==> config.mk <==
export PLATFORM = sky130hd
export DESIGN_NAME = paddle_digitizer
export DESIGN_NICKNAME = d
export VERILOG_FILES = /design/src/rtl/paddle_pkg.sv /design/src/rtl/sync_2ff.sv /design/src/rtl/paddle_digitizer.sv
export SDC_FILE = /design/constraint.sdc
export NUM_CORES = 1
export LEC_CHECK = 0
export BUFFER_PORTS_ARGS = -buffer_cell sky130_fd_sc_hd__buf_2
export CAP_MARGIN = 20
export CORE_ASPECT_RATIO = 0.9
export CORE_MARGIN = 2
export CORE_UTILIZATION = 55
export CTS_BUF_LIST = sky130_fd_sc_hd__clkbuf_8
export DETAILED_ROUTE_END_ITERATION = 10
export PLACE_DENSITY = 0.91
export REMOVE_ABC_BUFFERS = 1
export SETUP_SLACK_MARGIN = 0.3
export SLEW_MARGIN = 20
export SYNTH_ARGS = -nofsm -noshare
export SYNTH_HDL_FRONTEND = slang
export SYNTH_SLANG_ARGS = --single-unit
==> constraint.sdc <==
create_clock -name clk -period 4.8 [get_ports clk]
set_input_delay 0.96 -clock clk [delete_from_list [all_inputs] [get_ports clk]]
set_output_delay 0.96 -clock clk [all_outputs]
set_load 0.05 [all_outputs]
==> src/rtl/paddle_pkg.sv <==
// Shared types and constants for the paddle digitizer: FSM state encoding,
// position width, default clamp limits and the clamp/average helpers.
package paddle_pkg;

   localparam int POS_W          = 9;
   localparam int PADDLE_MIN_DEF = 8;
   localparam int PADDLE_MAX_DEF = 216;

   typedef enum logic [1:0] {
      WAIT_FRAME = 2'd0,
      SCAN       = 2'd1,
      CAPTURED   = 2'd2,
      DISCHARGE  = 2'd3
   } paddleState_e;

   function automatic logic [POS_W-1:0] clampPos(
      input logic [POS_W-1:0] cap,
      input logic [POS_W-1:0] lo,
      input logic [POS_W-1:0] hi
   );
      logic [POS_W-1:0] res;
      if (cap < lo) begin
         res = lo;
      end else if (cap > hi) begin
         res = hi;
      end else begin
         res = cap;
      end
      return res;
   endfunction

   // One extra sum bit keeps the rounding add from wrapping before the halving.
   function automatic logic [POS_W-1:0] averagePos(
      input logic [POS_W-1:0] prev,
      input logic [POS_W-1:0] cur
   );
      logic [POS_W:0] sum;
      sum = {1'b0, prev} + {1'b0, cur} + {{POS_W{1'b0}}, 1'b1};
      return sum[POS_W:1];
   endfunction

endpackage

==> src/rtl/sync_2ff.sv <==
// Two-flop synchronizer for a single asynchronous bit, with a selectable
// value loaded by the asynchronous active-low reset.
module sync_2ff #(
   parameter logic RESET_VAL = 1'b1
) (
   input  logic clk,
   input  logic rst_n,
   input  logic d_i,
   output logic q_o
);

   logic meta_q;
   logic sync_q;

   always_ff @(posedge clk or negedge rst_n) begin
      if (!rst_n) begin
         meta_q <= RESET_VAL;
         sync_q <= RESET_VAL;
      end else begin
         meta_q <= d_i;
         sync_q <= meta_q;
      end
   end

   assign q_o = sync_q;

endmodule

==> src/rtl/paddle_digitizer.sv <==
// Converts the paddle RC comparator into a per-frame X position by noting the
// scanline on which it trips. Define PADDLE_FILTER_EN to enable output averaging.
module paddle_digitizer
   import paddle_pkg::*;
#(
   parameter int PADDLE_MIN = PADDLE_MIN_DEF,
   parameter int PADDLE_MAX = PADDLE_MAX_DEF
) (
   input  logic             clk,
   input  logic             reset,
   input  logic             hpaddle,
   input  logic             hsync,
   input  logic             vsync,
   input  logic [POS_W-1:0] vpos,
   output logic [POS_W-1:0] paddle_pos,
   output logic             paddle_valid,
   output logic             pos_strobe,
   output logic             discharge
);

   localparam logic [POS_W-1:0] MIN_POS = POS_W'(PADDLE_MIN);
   localparam logic [POS_W-1:0] MAX_POS = POS_W'(PADDLE_MAX);

   paddleState_e     state_q;
   logic [POS_W-1:0] cap_q;
   logic [POS_W-1:0] paddle_pos_q;
   logic             paddle_valid_q;
   logic             pos_strobe_q;
   logic             discharge_q;
   logic             hsync_q;
   logic             vsync_q;
   logic             hp_s;
   logic             hsRise;
   logic             vsRise;
   logic             vsFall;
   logic [POS_W-1:0] clamped_d;
   logic [POS_W-1:0] newPos_d;

   sync_2ff #(
      .RESET_VAL (1'b1)
   ) u_hpaddle_sync (
      .clk   (clk),
      .rst_n (reset),
      .d_i   (hpaddle),
      .q_o   (hp_s)
   );

   // hsync/vsync already come from clk-domain logic, so one register suffices for edges.
   always_ff @(posedge clk or negedge reset) begin
      if (!reset) begin
         hsync_q <= 1'b0;
         vsync_q <= 1'b0;
      end else begin
         hsync_q <= hsync;
         vsync_q <= vsync;
      end
   end

   assign hsRise = hsync & ~hsync_q;
   assign vsRise = vsync & ~vsync_q;
   assign vsFall = ~vsync & vsync_q;

   // paddle_valid_q doubles as "have history": an invalid frame restarts the average.
   always_comb begin
      clamped_d = clampPos(cap_q, MIN_POS, MAX_POS);
`ifdef PADDLE_FILTER_EN
      newPos_d  = paddle_valid_q ? averagePos(paddle_pos_q, clamped_d) : clamped_d;
`else
      newPos_d  = clamped_d;
`endif
   end

   always_ff @(posedge clk or negedge reset) begin
      if (!reset) begin
         state_q        <= WAIT_FRAME;
         cap_q          <= '0;
         paddle_pos_q   <= MIN_POS;
         paddle_valid_q <= 1'b0;
         pos_strobe_q   <= 1'b0;
         discharge_q    <= 1'b1;
      end else begin
         pos_strobe_q <= 1'b0;
         case (state_q)
            WAIT_FRAME: begin
               if (vsRise) begin
                  state_q     <= DISCHARGE;
                  discharge_q <= 1'b1;
               end
            end
            DISCHARGE: begin
               discharge_q <= 1'b1;
               if (vsFall) begin
                  state_q     <= SCAN;
                  discharge_q <= 1'b0;
               end
            end
            // vsync is tested first so a coincident hsync edge cannot capture.
            SCAN: begin
               if (vsRise) begin
                  paddle_valid_q <= 1'b0;
                  pos_strobe_q   <= 1'b1;
                  discharge_q    <= 1'b1;
                  state_q        <= DISCHARGE;
               end else if (hsRise && !hp_s) begin
                  cap_q   <= vpos;
                  state_q <= CAPTURED;
               end
            end
            CAPTURED: begin
               if (vsRise) begin
                  paddle_pos_q   <= newPos_d;
                  paddle_valid_q <= 1'b1;
                  pos_strobe_q   <= 1'b1;
                  discharge_q    <= 1'b1;
                  state_q        <= DISCHARGE;
               end
            end
            default: begin
               state_q     <= WAIT_FRAME;
               discharge_q <= 1'b1;
            end
         endcase
      end
   end

   assign paddle_pos   = paddle_pos_q;
   assign paddle_valid = paddle_valid_q;
   assign pos_strobe   = pos_strobe_q;
   assign discharge    = discharge_q;

endmodule
==> parameters.txt, run 1 <==
Parameter                              Value

Placement
  DPL Wire Length ... 1620 um
  Final RePlAce weighted congestion ... 0.829
  Post-Place Setup Slack ... 2.27 ns
  Count of input and output buffers ... 25
  DP Cell Count ... 149

Clock network
  Number of levels in the clock H-tree ... 1
  CTS Sinks ... 27
  Clock input transition at the sequential cells of the worst setup and hold paths ... 0.08 ns
  Clock tree from TritonCTS ... done
  CTS Buffer Depth ... 2
  Clock Latency Late Sink ... 0.27 ns
  CTS root buffer ... clkbuf_8
  TritonCTS Buffers ... 3
  CTS resizes ... 0
  Hold Buf Count CTS ... 0
  Post-CTS setup buffer count ... 0

Timing
  Number of pins with negative max-slew slack in the final report ... 0
  Clock skew ... 0.00937 ns
  RSZ-0062 raised after global routing ... false
  Measured slew at the worst slew-check pin ... 0.563 ns
  Finish-stage setup viols ... 0
  Relative max-transition margin ... 0.625
  Setup TNS after final layout ... 0 ns
  Number of hold violations in the final report ... 0
  Peak Freq ... 0.447 GHz
  Final cycle utilization of the critical path ... 0.466
  Time the worst path needs with I/O delays and setup ... 2.24 ns
  Post-Route Hold Slack ... 0.361 ns
  Worst setup margin ... 2.56 ns

Global route
  Global-route wire length before repair ... 3840 um
  Largest net degree at the start of global routing ... 28
  Number of global-route vias before repair ... 829
  All-Layer GR Usage ... 0.206
  Aggregate global routing overflow ... 0
  Antenna violations before repair ... 0

Synth
  Largest area contributor in the synthesized netlist ... dfrtp_1
  Top cells by area in the synthesized netlist ... dfrtp_1, mux2_4, dfstp_2
  Synthesis warning total ... 0
  Instance count of the mapped netlist ... 99
  Average size of a mapped cell ... 12.2 sq um
  Fraction of synthesized cell area taken by the top area cell type ... 0.477
  Sequential share of the synthesized area ... 0.564
  Mapped Area ... 1210 sq um
  Number of distinct standard cells referenced by the synthesized netlist ... 27
  Yosys reg bits ... 27

Routing
  Violation count after the first detailed-routing iteration ... 17
  First-pass iteration count of the detailed router ... 4
  Post-Route WL ... 2210 um
  DR DRC count ... 0
  DR vias ... 849
  Post-detailed-route count of antenna-violating nets ... 0
  Final routed wire length divided by cell count ... 14.4 um
  Via density ... 5.55

Power and ir drop
  Part of the power in the clock network ... 0.126
  VDD IR-drop max ... 377 uV
  Sequential power share ... 0.419
  P_int ... 0.540 mW
  Ratio of total power to cell area ... 695 nW/um^2
  Combinational group share of total power ... 0.455
  Leakage power ... 0.724 nW
  Switching Fraction ... 0.443
  Overall power ... 0.971 mW
  P_sw ... 0.430 mW

Die
  Area enclosed by the die boundary ... 2590 sq um
  Core Area ... 2120 sq um
  Num ports ... 26
  Vertical die dimension ... 48.5 um
  Cell Rows ... 16
  Die X ... 53.4 um
  Starting density of the core ... 0.569

Worst hold path
  HP Class ... flop to flop
  Worst hold start ... u_hpaddle_sync.meta_q
  Min-Delay Path Depth ... 0
  Terminating pin of the worst hold path ... u_hpaddle_sync.q_o

Critical path
  Reg-to-reg startpoint ... state_q[0]
  Endpoint of the most critical register-to-register path ... state_q[0]
  Arr. time, crit path ... 2.39 ns
  Critical Path Sink Type ... flop
  Reg2Reg Setup Slack ... 2.81 ns
  Kind of critical path ... input port to flop
  Crit start category ... input port
  Required time of the critical path ... 4.95 ns
  Worst-path fanout max ... 9
  R2R depth ... 6

Job
  Maxcap violations ... 0

Cells and area
  Proportion of layout cells with a drive suffix above 1 ... 0.349
  Post-synthesis to final-layout area growth ... 15.6%
  Most frequent cells in the layout ... buf_2, dfrtp_1, nand2_1
  Final net count ... 146
  Final cell count without fillers ... 153
  Commonest non-fill, non-tap cell in the layout ... buf_2
  Count of inserted antenna diode cells ... 0

Status
  Outcome ... complete, no violations
worst max-delay path: stages:
cell    delay, ns
buf_2        0.09
or3b_4       0.37
or3b_1       0.59
mux2_4       0.38
Yosys cell counts:
library cell / instances
nand2_1: 14
ha_1: 5
a21oi_1: 5
a211oi_1: 1
mux2i_1: 2
a2111oi_0: 2
o41ai_1: 1
a31oi_1: 1
o21ai_0: 8
nand2b_1: 1
dfstp_2: 4
a221oi_1: 1
o311a_1: 1
mux2_4: 9
and2_1: 3
nor4_1: 1
nand3_1: 1
a21o_1: 1
and2b_4: 1
inv_1: 5
or3b_1: 1
or3b_4: 1
clkbuf_1: 1
or4b_2: 1
nor2_1: 4
buf_6: 1
dfrtp_1: 23
sequential cells by signal, indices dropped and copies added (netlist names):
name	count
cap_q	9
paddle_pos	9
state_q	2
discharge	1
hsync_q	1
paddle_valid	1
pos_strobe	1
u_hpaddle_sync.meta_q	1
u_hpaddle_sync.q_o	1
vsync_q	1
through the flow:
step | instance area [sq um] | util
final | 1400 | 0.658
after global routing | 1400 | 0.658
after CTS | 1400 | 0.658
after detailed placement | 1350 | 0.637
after global placement | 1350 | 0.637
after floorplan | 1190 | -
worst max path at each step:
stage,start,depth (start not counted),end
floorplan,hsync,3,cap_q[0]
global placement,hsync,4,cap_q[0]
detailed placement,hsync,4,cap_q[0]
CTS,hsync,4,cap_q[5]
global route,hsync,4,cap_q[8]
finish,hsync,4,cap_q[8]
power by group through the flow:
stage | clock [mW] | combinational [mW] | sequential, mW
final | 0.122 | 0.442 | 0.407
after global routing | 0.137 | 0.480 | 0.418
after CTS | 0.125 | 0.444 | 0.402
after detailed placement | 0 | 0.440 | 0.406
after global placement | 0 | 0.421 | 0.398
after floorplan | 0 | 0.201 | 0.533
cell type report:
cell class                 count  area [sq um]
multi-input combinational     65           493
clock buffer                   3          41.3
tap                           27          33.8
sequential                    27           681
timing repair buffer          25           125
inverter                       5          18.8
clock inverter                 1          3.75
fill                         187           726
metal layers:
metal / up-vias / global-route usage / part of all wire
li1: 401 / - / -
met1: 410 / 0.281 / 0.43
met2: 30 / 0.294 / 0.50
met3: 8 / 0.0463 / 0.046
met4: 0 / 0.132 / 0.027
met5: - / 0 / 0
cells by family after synthesis:
family,Yosys count,share of synthesized area
buffers and inverters,7,0.0280
adder cells (fa/ha/maj),5,0.0518
AND/OR/NAND/NOR,28,0.119
AO/OA/AOI/OAI,21,0.109
multiplexers,11,0.128
flip-flops,27,0.564
(Power assumes the default switching activity.)
==> run 2: changes to the inputs <==
ABC_AREA = 1   (was unset)
clock period = 2.15 ns   (was 4.8 ns; I/O delays follow)
==> run 2 against run 1 <==
Compared with the run above:
- hold slack lost 0.21 ns
- cell count grew 31%
- clock skew shrank 0.0052 ns
- count of clock-buffer cells in the layout is the same
- setup slack lost 1.9 ns
- clock power grew 120%
- core utilization grew 1.8 points
- register-to-register slack lost 2.2 ns
- sequential power grew 110%
- routed wire length grew 5.9%
- critical endpoint is now cap_q[5]
==> parameters.txt, run 2 <==
Parameter                              Value

Status
  Outcome ... complete, no violations

Power and ir drop
  Leakage power ... 0.800 nW (+10%)
  Ratio of total power to cell area ... 1490 nW/um^2 (+110%)
  VDD IR-drop max ... 953 uV (+150%)

Synth
  Average size of a mapped cell ... 8.96 sq um (-27%)
  Most instantiated cells after synthesis ... nand2_1, dfrtp_1, nor2_1, inv_1, a21oi_2
  Instance count of the mapped netlist ... 145 (+46%)
  Synthesis warning total ... 0 (unchanged)
  Fraction of synthesized cell area taken by the top area cell type ... 0.443 (-0.0335)
  EDFF count, synth ... 0 (unchanged)
  Top cells by area in the synthesized netlist ... dfrtp_1, nand2_1, dfstp_2
  Cell with the most instances after synthesis ... nand2_1
  Mapped Area ... 1300 sq um (+7.6%)
  Proportion of synthesized flip-flops having asynchronous set or reset ... 1.00 (unchanged)
  Most common flop cell mapped by yosys ... dfrtp_1
  Largest area contributor in the synthesized netlist ... dfrtp_1
  Number of distinct standard cells referenced by the synthesized netlist ... 22 (-19%)
  Sequential share of the synthesized area ... 0.524 (-0.0396)
  Yosys reg bits ... 27 (unchanged)

Placement
  DPL Wire Length ... 1770 um (+9.5%)
  Post-Place Setup Slack ... 0.633 ns (-1.64 ns)
  Final RePlAce weighted congestion ... 0.837 (+0.95%)
  Count of input and output buffers ... 25 (unchanged)

Timing
  Relative max-transition margin ... 0.617 (-0.00806)
  Worst setup margin ... 0.615 ns (-1.95 ns)
  Number of hold violations in the final report ... 0 (unchanged)
  Number of pins with negative max-slew slack in the final report ... 0 (unchanged)
  Peak Freq ... 0.652 GHz
  RSZ-0062 raised after global routing ... false
  Finish-stage setup viols ... 0 (unchanged)
  Setup TNS after final layout ... 0 ns (unchanged)
  Final cycle utilization of the critical path ... 0.714
  Time the worst path needs with I/O delays and setup ... 1.53 ns
  Clock skew ... 0.00417 ns (-0.00520 ns)
  Measured slew at the worst slew-check pin ... 0.575 ns (+0.0121 ns)

Critical path
  Arr. time, crit path ... 1.69 ns (-0.70 ns)
  Required time of the critical path ... 2.31 ns (-2.64 ns)
  Crit start category ... flop
  Launching element of the worst setup path ... state_q[1]
  Reg-to-reg startpoint ... state_q[1]
  Critical Path Sink Type ... flop
  Kind of critical path ... flop to flop
  Worst-path fanout max ... 18 (+9)

Global route
  Aggregate global routing overflow ... 0 (unchanged)
  All-Layer GR Usage ... 0.192 (-0.0143)
  Global-route wire length before repair ... 4060 um (+5.6%)
  Number of global-route vias before repair ... 956 (+15%)
  Antenna violations before repair ... 0 (unchanged)
  Largest net degree at the start of global routing ... 28 (unchanged)

Cells and area
  Proportion of layout cells with a drive suffix above 1 ... 0.335 (-0.0139)
  Post-synthesis to final-layout area growth ... 14.5%
  Count of inserted antenna diode cells ... 0 (unchanged)
  Most frequent cells in the layout ... nand2_1, buf_2, dfrtp_1
  Final net count ... 193 (+32%)
  Number of filler cells placed in the layout ... 172 (-8.0%)
  Commonest non-fill, non-tap cell in the layout ... nand2_1

Clock network
  Post-CTS setup buffer count ... 0 (unchanged)
  CTS Sinks ... 27 (unchanged)
  Number of levels in the clock H-tree ... 1 (unchanged)
  Clock input transition at the sequential cells of the worst setup and hold paths ... 0.08 ns (about the same)
  Hold Buf Count CTS ... 0 (unchanged)
  CTS Buffer Depth ... 2 (unchanged)
  Clock tree from TritonCTS ... done
  CTS root buffer ... clkbuf_8
  Clock Latency Late Sink ... 0.27 ns (about the same)
  TritonCTS Buffers ... 3 (unchanged)
  CTS resizes ... 0 (unchanged)

Worst hold path
  HP Class ... input port to async pin

Die
  Core Area ... 2200 sq um (+3.8%)
  Vertical die dimension ... 50.1 um (+3.4%)
  Cell Rows ... 16 (unchanged)
  Num ports ... 26 (unchanged)
  Die X ... 55.2 um (+3.4%)
  Area enclosed by the die boundary ... 2770 sq um (+6.9%)
  Starting density of the core ... 0.590 (+0.0208)

Routing
  Post-Route WL ... 2340 um (+5.9%)
  Final routed wire length divided by cell count ... 11.7 um (-19%)
  Via density ... 5.04 (-9.3%)
  Post-detailed-route count of antenna-violating nets ... 0 (unchanged)
  DR vias ... 1,007 (+19%)
  Violation count after the first detailed-routing iteration ... 39 (+22)
  First-pass iteration count of the detailed router ... 5 (+1)
  DR DRC count ... 0 (unchanged)

Job
  Maxcap violations ... 0 (unchanged)
-- run 2: changes by cell type in the layout (fill, tap and decap cells not counted), moves of 3 or more --
cell,before,now
nand2_1,14,36
nor2_1,4,18
inv_1,6,16
a21oi_2,0,9
mux2_4,9,0
inv_2,0,8
o21ai_0,8,1
nand3_1,1,7
a21oi_1,5,0
o21ai_1,0,4
and2_1,3,0
nand2_2,0,3
-- run 2: cell type report --
type,instances,area (sq um),area share
Clock buffer,3,41.3,0.0278
Multi-Input combinational cell,93,513,0.345
Inverter,24,90.1,0.0606
Timing Repair Buffer,25,125,0.0841
Clock inverter,1,3.75,0.00252
Sequential cell,27,681,0.458
Tap cell,27,33.8,0.0227
-- run 2: cells by family (layout without fill, tap and decap cells) --
group,after synthesis,after routing,synth area share
and+or+nand+nor,71,71,0.249
DFF,27,27,0.524
buffers and inverters,25,53,0.0809
AOI/OAI and AO/OA,17,17,0.0983
adders and majority gates,5,5,0.0482
-- run 2: per-layer routing --
layer / track usage / vias up / wire length (um)
met5: 0 / - / 0
met4: 0.0813 / 0 / 61
met3: 0.0761 / 11 / 158
met2: 0.313 / 37 / 1090
met1: 0.225 / 460 / 1030
li1: - / 499 / -
-- run 2: final timing paths --
kind,endpoint,slack [ns],cells past startpoint
setup / recovery,cap_q[5],0.62,7
hold / removal,state_q[0],0.15,1
setup reg to reg,cap_q[5],0.62,7
hold reg to reg,u_hpaddle_sync.q_o,0.37,0
max in group asynchronous,paddle_pos[3],1.62,1
min in group clk,u_hpaddle_sync.meta_q,0.25,1
-- run 2: worst max-delay path, cell delays in order, from the launching register on --
cell	delay [ns]
dfrtp_1	0.42
inv_1	0.12
ha_1	0.20
inv_2	0.05
nor2_4	0.14
nand3_4	0.23
nor2_1	0.21
a21oi_2	0.05
-- run 2: power by group --
group	total, mW	switching (mW)	internal, mW	leakage (nW)
clock	0.273	0.145	0.128	0.0269
sequential	0.871	0.149	0.722	0.313
combinational	1.07	0.762	0.312	0.460
total	2.22	1.06	1.16	0.800
-- run 2: through the flow --
stage	utilization	cell area (sq um)	hold WS, ns	total power, mW	std cells
CTS	0.676	1490	0.171	2.22	200
global route	0.676	1490	0.185	2.39	200
finish	0.676	1490	0.148	2.22	200
detailed placement	0.655	1440	0.355	1.94	196
floorplan	-	1280	0.134	1.68	144
global placement	0.655	1440	0.346	1.88	196
==> run 3: changes to the inputs <==
CORE_UTILIZATION = 50   (was 55)
PLACE_DENSITY = 0.87   (was 0.91)
clock period = 1.3 ns   (was 2.15 ns; I/O delays follow)
==> run 3 against run 2 <==
Compared with the run above:
- the flow now finishes with violations (negative hold slack, negative setup slack)
- sequential share of layout area decreased by 8.9 points
- critical endpoint is now state_q[0]
- via count up 13%
- setup slack worse by 0.78 ns
- critical path depth rose by 1
- routed wire length increased by 39%
- register-to-register slack worse by 0.78 ns
- core utilization grew 7.3 points
- combinational power rose to 2.6 times the previous value
- cell count is 9.5% higher
- non-clock buffer count is 17 higher
- clock skew grew 0.0030 ns
==> parameters.txt, run 3 (synthesized netlist as in run 2, its figures left out) <==
Parameter                              Value

Status
  Outcome ... finished, violations left
  Violations in the final reports ... negative hold slack, negative setup slack

Global route
  Antenna violations before repair ... 0 (unchanged)
  Largest net degree at the start of global routing ... 28 (unchanged)
  All-Layer GR Usage ... 0.211 (+0.0190)
  Number of global-route vias before repair ... 1,063 (+11%)
  Global-route wire length before repair ... 4750 um (+17%)
  Aggregate global routing overflow ... 0 (unchanged)

Clock network
  Hold Buf Count CTS ... 0 (unchanged)
  CTS Sinks ... 27 (unchanged)
  Clock Latency Late Sink ... 0.28 ns (about the same)
  Clock input transition at the sequential cells of the worst setup and hold paths ... 0.10 ns (+0.02 ns)
  Clock tree from TritonCTS ... done
  CTS root buffer ... clkbuf_8
  CTS Buffer Depth ... 2 (unchanged)
  TritonCTS Buffers ... 3 (unchanged)
  Number of levels in the clock H-tree ... 1 (unchanged)

Routing
  Violation count after the first detailed-routing iteration ... 30 (-23%)
  Final routed wire length divided by cell count ... 14.8 um (+27%)
  Post-Route WL ... 3250 um (+39%)
  First-pass iteration count of the detailed router ... 5 (unchanged)
  Post-detailed-route count of antenna-violating nets ... 0 (unchanged)
  Via density ... 5.21 (+3.5%)
  DR DRC count ... 0 (unchanged)
  DR vias ... 1,141 (+13%)

Die
  Core Area ... 2470 sq um (+12%)
  Vertical die dimension ... 52.4 um (+4.5%)
  Starting density of the core ... 0.526 (-0.0634)
  Cell Rows ... 17 (+1)
  Area enclosed by the die boundary ... 3020 sq um (+9.2%)
  Num ports ... 26 (unchanged)
  Die X ... 57.7 um (+4.5%)

Cells and area
  Area taken by multi-input logic gates ... 633 sq um (+23%)
  Commonest non-fill, non-tap cell in the layout ... nand2_1
  Post-synthesis to final-layout area growth ... 42.3%
  Final standard cell area without fillers ... 1850 sq um (+24%)
  Final net count ... 211 (+9.3%)
  Number of filler cells placed in the layout ... 151 (-12%)
  Proportion of layout cells with a drive suffix above 1 ... 0.508 (+0.173)
  Most frequent cells in the layout ... nand2_1, dfrtp_1, buf_6
  Count of inserted antenna diode cells ... 0 (unchanged)
  Area of all sequential standard cells ... 681 sq um (unchanged)

Timing
  Number of hold violations in the final report ... 23 (+23)
  Setup TNS after final layout ... -1.73 ns (-1.73 ns)
  Finish-stage setup viols ... 20 (+20)
  Measured slew at the worst slew-check pin ... 0.591 ns (+0.0162 ns)
  RSZ-0062 raised after global routing ... true
  Post-Route Hold Slack ... -0.0293 ns (-0.178 ns)
  Relative max-transition margin ... 0.606 (-0.0108)
  Final cycle utilization of the critical path ... 1.13 (+0.416)
  Worst setup margin ... -0.169 ns (-0.784 ns)
  Clock skew ... 0.00713 ns (+0.00296 ns)
  Peak Freq ... 0.681 GHz (+4.5%)
  Number of pins with negative max-slew slack in the final report ... 0 (unchanged)
  Time the worst path needs with I/O delays and setup ... 1.47 ns (-0.0664 ns)

Critical path
  Crit start category ... flop
  Required time of the critical path ... 1.51 ns (-0.80 ns)
  Critical Path Sink Type ... flop
  Crit path cell chain ... buf_4 -> buf_6 -> ha_1 -> nand2_1 -> nand2_2 -> a21oi_4 -> o21ai_2 -> o21ai_1
  Worst-path cell with the longest stage delay ... dfrtp_1
  Worst-path fanout max ... 4 (-14)
  Arr. time, crit path ... 1.67 ns (-0.02 ns)
  Largest stage delay on the critical path ... 0.42 ns (about the same)
  Delay-heaviest family, CP ... flip-flops
  Number of buffer and inverter instances along the worst setup path ... 2 (unchanged)
  Kind of critical path ... flop to flop

Placement
  Count of input and output buffers ... 25 (unchanged)
  Cell area after placement ... 1470 sq um (+2.2%)
  DPL Wire Length ... 1650 um (-6.9%)
  Final RePlAce weighted congestion ... 0.868 (+3.8%)

Job
  Maxcap violations ... 0 (unchanged)

Worst hold path
  HP Class ... input port to async pin

Power and ir drop
  Ratio of total power to cell area ... 2570 nW/um^2 (+72%)
  Leakage power ... 0.920 nW (+15%)
  VDD IR-drop max ... 2550 uV (+170%)
==> run 3: metrics by stage <==
step | setup slack, ns | power (mW) | instances | hold WS (ns) | util
6_report | -0.169 | 4.75 | 219 | -0.0293 | 0.749
5_1_grt | -0.207 | 4.98 | 219 | 0.0229 | 0.749
4_1_cts | -0.0272 | 4.33 | 214 | 0.00551 | 0.713
3_5_place_dp | -0.0952 | 3.26 | 201 | 0.297 | 0.597
3_3_place_gp | -0.0241 | 3.19 | 201 | 0.280 | 0.597
2_1_floorplan | -0.0540 | 2.78 | 144 | -0.0356 | -
==> run 3: path summary, 6_finish.rpt <==
kind / endpoint / slack (ns) / cells after the start / from
setup / recovery: state_q[0] / -0.17 / 8 / state_q[0]
hold / removal: cap_q[3] / -0.03 / 1 / reset
setup reg to reg: state_q[0] / -0.17 / 8 / state_q[0]
hold reg to reg: u_hpaddle_sync.q_o / 0.36 / 0 / u_hpaddle_sync.meta_q
max in group asynchronous: vsync_q / 0.94 / 1 / reset
min in group clk: u_hpaddle_sync.meta_q / 0.07 / 1 / hpaddle
==> run 3: layout make-up <==
cell class | count | share of cell area
clock buffer | 3 | 0.0223
clock inverter | 1 | 0.00271
inverter | 24 | 0.0515
multi-input combinational | 94 | 0.343
sequential | 27 | 0.368
tap | 28 | 0.0190
timing repair buffer | 42 | 0.194
==> run 3: repair_timing <==
| action | 4_1_cts | 5_1_grt |
|---|---|---|
| resized for setup | 49 | 14 |
| buffers inserted | 8 | 5 |
| setup endpoints to repair | 35 | 35 |
| pin swaps | 11 | 8 |
| cloned | 1 | 0 |
==> run 3: per-layer routing <==
metal | GRT usage | up-vias | wire, um
met3 | 0.0222 | 16 | 180
met4 | 0.0969 | 0 | 185
li1 | - | 534 | -
met2 | 0.371 | 54 | 1500
met5 | 0 | - | 0
met1 | 0.261 | 537 | 1380
==> run 3: report_power, final <==
group	internal [mW]	switching, mW	total [mW]
clock network	0.215	0.275	0.490
logic	1.15	1.59	2.74
registers	1.20	0.320	1.52
total	2.56	2.18	4.75
